**src/rtl/change_responder_pkg.sv**
```systemverilog
// Shared types, parameter limits and helpers for the change_responder stage.
package change_responder_pkg;

    localparam int unsigned WIDTH_DEF = 8;
    localparam int unsigned LAT_MIN   = 1;
    localparam int unsigned LAT_MAX   = 3;

    typedef logic [WIDTH_DEF-1:0] data_t;

    // Response transform: captured value plus a constant, wrapping modulo 2^WIDTH.
    function automatic data_t apply_offset(data_t value, data_t offset);
        return value + offset;
    endfunction

endpackage

```
**src/rtl/change_responder_resp_fifo.sv**
```systemverilog
// Synchronous FIFO buffering responses while the output is held.
module resp_fifo #(
    parameter int unsigned WIDTH = 8,
    parameter int unsigned DEPTH = 4
) (
    input  logic                       clk,
    input  logic                       rst,
    input  logic                       push,
    input  logic [WIDTH-1:0]           push_data,
    input  logic                       pop,
    output logic [WIDTH-1:0]           head,
    output logic                       full,
    output logic                       empty,
    output logic [$clog2(DEPTH+1)-1:0] count
);

    localparam int unsigned AW = $clog2(DEPTH);
    localparam int unsigned CW = $clog2(DEPTH+1);

    logic [WIDTH-1:0] mem [DEPTH];
    logic [AW-1:0]    wr_ptr;
    logic [AW-1:0]    rd_ptr;
    logic             do_push;
    logic             do_pop;

    assign full  = (count == CW'(DEPTH));
    assign empty = (count == '0);
    assign head  = mem[rd_ptr];

    // A push at full is accepted when a pop frees the head slot in the same edge.
    assign do_pop  = pop && !empty;
    assign do_push = push && (!full || do_pop);

    always_ff @(posedge clk) begin
        if (rst) begin
            wr_ptr <= '0;
            rd_ptr <= '0;
            count  <= '0;
        end else begin
            if (do_push) wr_ptr <= wr_ptr + 1'b1;
            if (do_pop)  rd_ptr <= rd_ptr + 1'b1;
            unique case ({do_push, do_pop})
                2'b10:   count <= count + 1'b1;
                2'b01:   count <= count - 1'b1;
                default: count <= count;
            endcase
        end
    end

    always_ff @(posedge clk) begin
        if (do_push) mem[wr_ptr] <= push_data;
    end

endmodule

```
**src/rtl/change_responder.sv**
```systemverilog
// Emits input+OFFSET a fixed LAT edges after every sampled change of a_i,
// buffering responses in a small FIFO while hold_i is asserted.
module change_responder
    import change_responder_pkg::*;
#(
    parameter int unsigned WIDTH  = WIDTH_DEF,
    parameter int unsigned LAT    = 2,
    parameter int unsigned OFFSET = 1,
    parameter int unsigned DEPTH  = 4
) (
    input  logic                       clk,
    input  logic                       rst,
    input  logic [WIDTH-1:0]           a_i,
    input  logic                       hold_i,
    output logic [WIDTH-1:0]           b_o,
    output logic                       b_upd_o,
    output logic [$clog2(DEPTH+1)-1:0] pending_o,
    output logic                       ovf_o,
    output logic                       busy_o
);

    if (LAT < LAT_MIN || LAT > LAT_MAX) begin : g_bad_lat
        $fatal(1, "change_responder: LAT=%0d outside %0d..%0d", LAT, LAT_MIN, LAT_MAX);
    end

    if (DEPTH < 2 || (DEPTH & (DEPTH - 1)) != 0) begin : g_bad_depth
        $fatal(1, "change_responder: DEPTH=%0d must be a power of 2 and >= 2", DEPTH);
    end

    logic [WIDTH-1:0] a_q;
    logic             primed;
    logic             ev;
    logic [WIDTH-1:0] ev_data;
    logic             d_valid;
    logic [WIDTH-1:0] d_data;
    logic             dl_any;

    assign ev      = primed && (a_i != a_q);
    assign ev_data = a_i + WIDTH'(OFFSET);

    always_ff @(posedge clk) begin
        if (rst) begin
            a_q    <= '0;
            primed <= 1'b0;
        end else begin
            a_q    <= a_i;
            primed <= 1'b1;
        end
    end

    if (LAT == 1) begin : g_direct
        assign d_valid = ev;
        assign d_data  = ev_data;
        assign dl_any  = 1'b0;
    end else begin : g_delay
        // Packed shift chains: newest entry at the low end, delivery taken from the top.
        logic [LAT-2:0]         vld;
        logic [LAT-1:0]         vld_next;
        logic [(LAT-1)*WIDTH-1:0] dat;
        logic [LAT*WIDTH-1:0]     dat_next;

        assign vld_next = {vld, ev};
        assign dat_next = {dat, ev_data};

        always_ff @(posedge clk) begin
            if (rst) vld <= '0;
            else     vld <= vld_next[LAT-2:0];
        end

        always_ff @(posedge clk) begin
            dat <= dat_next[(LAT-1)*WIDTH-1:0];
        end

        assign d_valid = vld[LAT-2];
        assign d_data  = dat[(LAT-1)*WIDTH-1 -: WIDTH];
        assign dl_any  = |vld;
    end

    logic             fifo_push;
    logic             fifo_pop;
    logic [WIDTH-1:0] fifo_head;
    logic             fifo_full;
    logic             fifo_empty;
    logic             load;
    logic [WIDTH-1:0] load_data;
    logic             set_ovf;

    resp_fifo #(
        .WIDTH (WIDTH),
        .DEPTH (DEPTH)
    ) u_fifo (
        .clk       (clk),
        .rst       (rst),
        .push      (fifo_push),
        .push_data (d_data),
        .pop       (fifo_pop),
        .head      (fifo_head),
        .full      (fifo_full),
        .empty     (fifo_empty),
        .count     (pending_o)
    );

    always_comb begin
        fifo_push = 1'b0;
        fifo_pop  = 1'b0;
        load      = 1'b0;
        load_data = d_data;
        set_ovf   = 1'b0;
        if (!hold_i) begin
            if (!fifo_empty) begin
                fifo_pop  = 1'b1;
                load      = 1'b1;
                load_data = fifo_head;
                fifo_push = d_valid;
            end else if (d_valid) begin
                load = 1'b1;
            end
        end else if (d_valid) begin
            if (fifo_full) set_ovf   = 1'b1;
            else           fifo_push = 1'b1;
        end
    end

    always_ff @(posedge clk) begin
        if (rst) begin
            b_o     <= '0;
            b_upd_o <= 1'b0;
            ovf_o   <= 1'b0;
        end else begin
            b_upd_o <= load;
            if (load)    b_o   <= load_data;
            if (set_ovf) ovf_o <= 1'b1;
        end
    end

    assign busy_o = dl_any || (pending_o != '0);

endmodule

```
**config.mk**
```make
export PLATFORM = sky130hd
export DESIGN_NAME = change_responder
export DESIGN_NICKNAME = d
export VERILOG_FILES = /design/src/rtl/change_responder_pkg.sv /design/src/rtl/change_responder_resp_fifo.sv /design/src/rtl/change_responder.sv
export SDC_FILE = /design/constraint.sdc
export NUM_CORES = 1
export LEC_CHECK = 0
export ABC_AREA = 1
export BUFFER_PORTS_ARGS = -buffer_cell sky130_fd_sc_hd__buf_2
export CAP_MARGIN = 20
export CORE_MARGIN = 1
export CORE_UTILIZATION = 25
export DETAILED_ROUTE_END_ITERATION = 8
export SLEW_MARGIN = 40
export SYNTH_ARGS = -nofsm -noshare
export SYNTH_HDL_FRONTEND = slang
export SYNTH_SLANG_ARGS = --single-unit
```
**constraint.sdc**
```tcl
create_clock -name clk -period 2.65 [get_ports clk]
set_clock_uncertainty 0.1 [all_clocks]
set_input_delay 0.3975 -clock clk [delete_from_list [all_inputs] [get_ports clk]]
set_output_delay 0.3975 -clock clk [all_outputs]
set_load 0.005 [all_outputs]
```
# Word level (Yosys, flattened, before mapping)
# Memory sizes are Yosys's and may differ from the RTL's. A register that Yosys moved wholly into a read port is not among the register bits.
# Cells that the tools add are included.
[word_totals]
mem_bits_rw = 32
n_memories = 1
register_bits = 35
out_inout_bits = 14
word_cells = 50
[classes]
n_addsub = 5
n_reduce_logical = 10
muxes = 20
n_eq_ne = 4
[memory_table]
columns = ["memory", "words", "width", "read_ports", "rd_ports_with_merged_regs", "wr", "line", "text"]
rows = [
  ["u_fifo.mem", 4, 8, 1, 1, 1, "change_responder_resp_fifo.sv:20", "logic [WIDTH-1:0] mem [DEPTH];"],
]
[op_table]
columns = ["operator", "n"]
rows = [
  ["8-bit two-way mux", 2],
  ["1-bit two-way mux", 15],
  ["8-bit by 1-bit adder with 8-bit output, second input constant", 1],
  ["8-bit != test", 1],
  ["3-bit case mux with 2 select lines", 1],
  ["2-bit by 1-bit adder with 2-bit output, second input constant", 2],
  ["2-bit two-way mux", 2],
  ["3-bit by 1-bit adder with 3-bit output, second input constant", 1],
  ["3-bit equality test, second input constant", 1],
  ["1-bit logical AND", 3],
  ["3-bit logical NOT", 1],
  ["3-bit nonzero test", 1],
  ["3-bit by 1-bit subtractor with 3-bit output, second input constant", 1],
  ["2-bit by 1-bit equality test with 1-bit output, second input constant", 1],
  ["2-bit equality test, second input constant", 1],
  ["1-bit logical NOT", 2],
  ["1-bit logical OR", 2],
  ["2-bit nonzero test", 1],
]

# Longest topological paths before layout
[depth]
ltp_word = 8
depth_mapped = 13

# Hierarchy
# A second synthesis with hierarchy kept.
[hier_totals]
hier_cells = 281
hier_area_um2 = 2786.4
[by_module_without_submodules]
columns = ["mod", "cells_each", "seq_area_each_um2", "area_per_inst_um2", "instances"]
rows = [
  ["resp_fifo", 140, 1141.1, 1665.3, 1],
  ["change_responder", 141, 560.5, 1121.1, 1],
]

# Worst setup path after synthesis
# OpenSTA, ideal clock, no wires.
[synth_timing]
kind = "register to register"
startpoint = "reg u_fifo.count[0]"
endpoint = "reg u_fifo.count[2]"
path_stages_with_launch = 14
n_path_buf = 0
setup_ps = 70
required_time_ps = 2480
t_arrival_ps = 1800
period_less_slack_ps = 1970
setup_slack_ps = 680
path_cell_list = "dfxtp_1 nor2_4 nand2_4 nand3_1 nand2_1 inv_1 ha_1 inv_1 fa_1 nor2_1 nor2_1 nand2_1 o21ai_0 a21oi_1"
[synth_between]
elab_chain_cells = 8
elab_cells_between_ends = 19
cone_classes = "2 x add/sub; 3 x eq/ne; 7 x mux; 7 x reduce/logical"
[synth_rtl]
columns = ["item", "line", "text"]
rows = [
  ["start: declaration", "change_responder_resp_fifo.sv:14", "output logic [$clog2(DEPTH+1)-1:0] count"],
  ["start signal: assignment", "change_responder_resp_fifo.sv:43", "2'b10: count <= count + 1'b1;"],
  ["start signal: assignment", "change_responder_resp_fifo.sv:44", "2'b01: count <= count - 1'b1;"],
  ["start signal: assignment", "change_responder_resp_fifo.sv:45", "default: count <= count;"],
  ["3-bit logical NOT", "change_responder_resp_fifo.sv:27", "assign empty = (count == '0);"],
  ["1-bit two-way mux", "change_responder.sv:110", "if (!fifo_empty) begin"],
  ["1-bit two-way mux", "change_responder.sv:109", "if (!hold_i) begin"],
  ["1-bit logical AND", "change_responder_resp_fifo.sv:31", "assign do_pop = pop && !empty;"],
  ["1-bit logical OR", "change_responder_resp_fifo.sv:32", "assign do_push = push && (!full || do_pop);"],
  ["1-bit logical AND", "change_responder_resp_fifo.sv:32", ""],
  ["2-bit by 1-bit equality test with 1-bit output / 2-bit equality test (equally long branches)", "change_responder_resp_fifo.sv:42", "unique case ({do_push, do_pop})"],
  ["3-bit case mux with 2 select lines / 2-bit nonzero test (equally long branches)", "n/a", ""],
]
# Parallel ways exist; a longest one is shown, timed or not.
# A chain may end at the register's enable or synchronous reset.

# Worst setup path in the final report
# Ends and elaborated chain as after synthesis.

==> qor.yml <==
hold_violations: 0
syn_area_mm2: 0.002860
grt_antenna_before_repair: 0
r2r_cells: 13
yosysUniqueCellTypes: 27
postLayoutCellArea_mm2: 0.003401
placed_cell_area_mm2: 0.003099
finalNonFillerCells: 477
antenna_cells: 0
reg2reg_slack_ns: 0.45
place_congestion: 0.7813
ys_seq_area_share_pct: 59.49
synthToLayoutAreaGrowth_pct: 18.90
first_pass_iters: 4
yosysTopAreaCellShare_pct: 33.60
hold_path_depth: 2
p_per_area_mw_per_mm2: 961.3
drc: 0
min_period_over_period_pct: 82.95
die-area_mm2: 0.01187
drt_iter0_markers: 107
cts_root_buf: "clkbuf_16"
clkSlewWorstSetupHoldPaths_ns: 0.06
critPathLaunchType: "flip-flop"
initial_utilization_pct: 26.04
maxSlewViolCount: 0
dpl_worst_slack_ns: 0.4705
hold_end: "d_data[0]$_DFF_P_"
grt_pass1_wl_um: 8901
die_x_um: 109.0
ant_nets: 0
vias: 1941
wire_per_inst_um: 11.49
clock-sinks: 69
htreeDepth: 3
critPathArrivalTime_ns: 2.35
hold_buffers: 0
period_needed_ns: 2.198
post_cts_resized: 0
leakagePower_nw: 1.489
viasPerCell: 4.069
timing.hold.ws_ns: 0.2021
setup_tns_ns: 0
rsz0062_at_grt: "no"
tightest_slew_ns: 0.6600
grt_pass1_vias: 1886
grt_use_total_pct: 10.12
fin_nets: 350
end_kind: "flip-flop"
core_area_mm2: 0.01098
finalWorstSetupSlack_ns: 0.4518
slew_headroom_pct: 55.83
syn_avg_cell_area_um2: 9.378
cts_setup_buffers: 0
clk_latency_ns: 0.33
drive_gt1_share_pct: 16.02
syn-num-nets: 323
mostFrequentLayoutCell: "nand2_1"
cts_tree: "built"
synth_area_leader_cell: "edfxtp_1"
layout_common_cells: "nand2_1 (86), dfxtp_1 (37), inv_1 (35), edfxtp_1 (32)"
cts_made_buffers: 9
drv_cap: 0
vdd_drop_max_v: 0.0004292
synth_area_leaders: "edfxtp_1 (34%), dfxtp_1 (26%), nand2_1 (11%)"
overflow: 0
ioPinCount: 25
clk_path_buf_depth: 2
dp.cells: 461
crit_start: "u_fifo.count[0]$_SDFFE_PP0P_"
syn_inst: 305
dp_hpwl_um: 4089
reg2reg_from: "u_fifo.count[0]$_SDFFE_PP0P_"
floorplan.rows: 38
setup_viol: 0
regToRegEndpoint: "u_fifo.count[2]$_SDFFE_PP0P_"
ys.warnings.count: 0
fmax_mhz: 454.9
grt_max_degree: 18
postRouteWirelength_um: 5479
synth_seq_cells: 69
min_path_type: "input port to flip-flop"
die-height_um: 109.0
status: "finished, final reports clean"
crit_type: "flip-flop to flip-flop"
path_max_fanout: 8
crit_required_ns: 2.81
portBuffers: 24
hold_path.startpoint: "a_i[0]"
==> per-layer routing <==
metal	up-vias	wire length, um	GRT usage, %
li1	1021	-	-
met1	874	2481	12.26
met2	35	2679	16.31
met3	11	210	2.809
met4	0	108	5.309
met5	-	0	0
==> Yosys cell counts, drive strengths merged <==
| library cell | n |
|---|---|
| edfxtp | 32 |
| nand2 | 89 |
| ha | 6 |
| fa | 1 |
| o21a | 1 |
| nor2 | 26 |
| buf | 7 |
| a21oi | 17 |
| inv | 37 |
| nand4 | 1 |
| or2 | 6 |
| dfxtp | 37 |
| nor3 | 2 |
| xor2 | 12 |
| nand3 | 25 |
| o21ai | 4 |
| clkbuf | 2 |
==> per-stage QoR <==
stage / total power [W] / utilization (%)
after floorplan: 0.001939 / -
after global placement: 0.002115 / 28.22
after detailed placement: 0.002132 / 28.22
after CTS: 0.003310 / 30.96
after global routing: 0.003478 / 30.96
final: 0.003269 / 30.96
==> flip-flops by register name (all words and copies together), names as in the netlist, named ones only <==
signal	cells
u_fifo.mem	32
u_fifo.count	3
primed	1
b_o	8
d_data	8
d_valid	1
b_upd_o	1
u_fifo.wr_ptr	2
ovf_o	1
u_fifo.rd_ptr	2
a_q	8
==> power by group <==
group	leakage (nW)	total (W)	switching (W)	internal, W
Clock	0.145	0.00117	0.000463	0.000702
Combinational	0.747	0.000747	0.000467	0.000280
Sequential	0.597	0.00136	0.000112	0.00125
Total	1.49	0.00327	0.00104	0.00223
==> kinds of logic (layout without fill, tap and decap cells) <==
group	count (synthesis)	in the layout	synth area share, %
buffers and inverters	46	78	7.174
adder cells (fa/ha/maj)	7	7	3.325
flip-flops	69	69	59.49
AO/OA/AOI/OAI	22	22	3.937
XOR/XNOR	12	12	3.675
AND/OR/NAND/NOR	149	149	22.40
==> layout make-up <==
| type | count | area (um^2) |
|---|---|---|
| Clock buffer | 10 | 250.2 |
| Clock inverter | 6 | 51.30 |
| Multi-Input combinational cell | 190 | 953.4 |
| Inverter | 37 | 141.4 |
| Tap cell | 140 | 175.2 |
| Timing Repair Buffer | 25 | 127.6 |
| Fill cell | 1134 | 7582 |
| Sequential cell | 69 | 1702 |
==> worst max path at each step <==
stage	endpoint	slack (ns)	cells after the start
2_1_floorplan	u_fifo.count[2]$_SDFFE_PP0P_	0.68	13
3_3_place_gp	u_fifo.count[2]$_SDFFE_PP0P_	0.50	13
3_5_place_dp	u_fifo.count[2]$_SDFFE_PP0P_	0.47	13
4_1_cts	u_fifo.count[2]$_SDFFE_PP0P_	0.44	13
5_1_grt	u_fifo.count[2]$_SDFFE_PP0P_	0.21	13
6_report	u_fifo.count[2]$_SDFFE_PP0P_	0.45	13
==> worst max-delay path, cell delays in order, from the launching register on <==
cell and delay [ns]:
dfxtp_1 0.36, nor2_4 0.17, nand2_4 0.10, nand3_1 0.10, nand2_1 0.09, inv_1 0.17, ha_1 0.17, inv_1 0.06
fa_1 0.38, nor2_1 0.11, nor2_1 0.04, nand2_1 0.06, o21ai_0 0.07, a21oi_1 0.14
(Power assumes the default switching activity.)
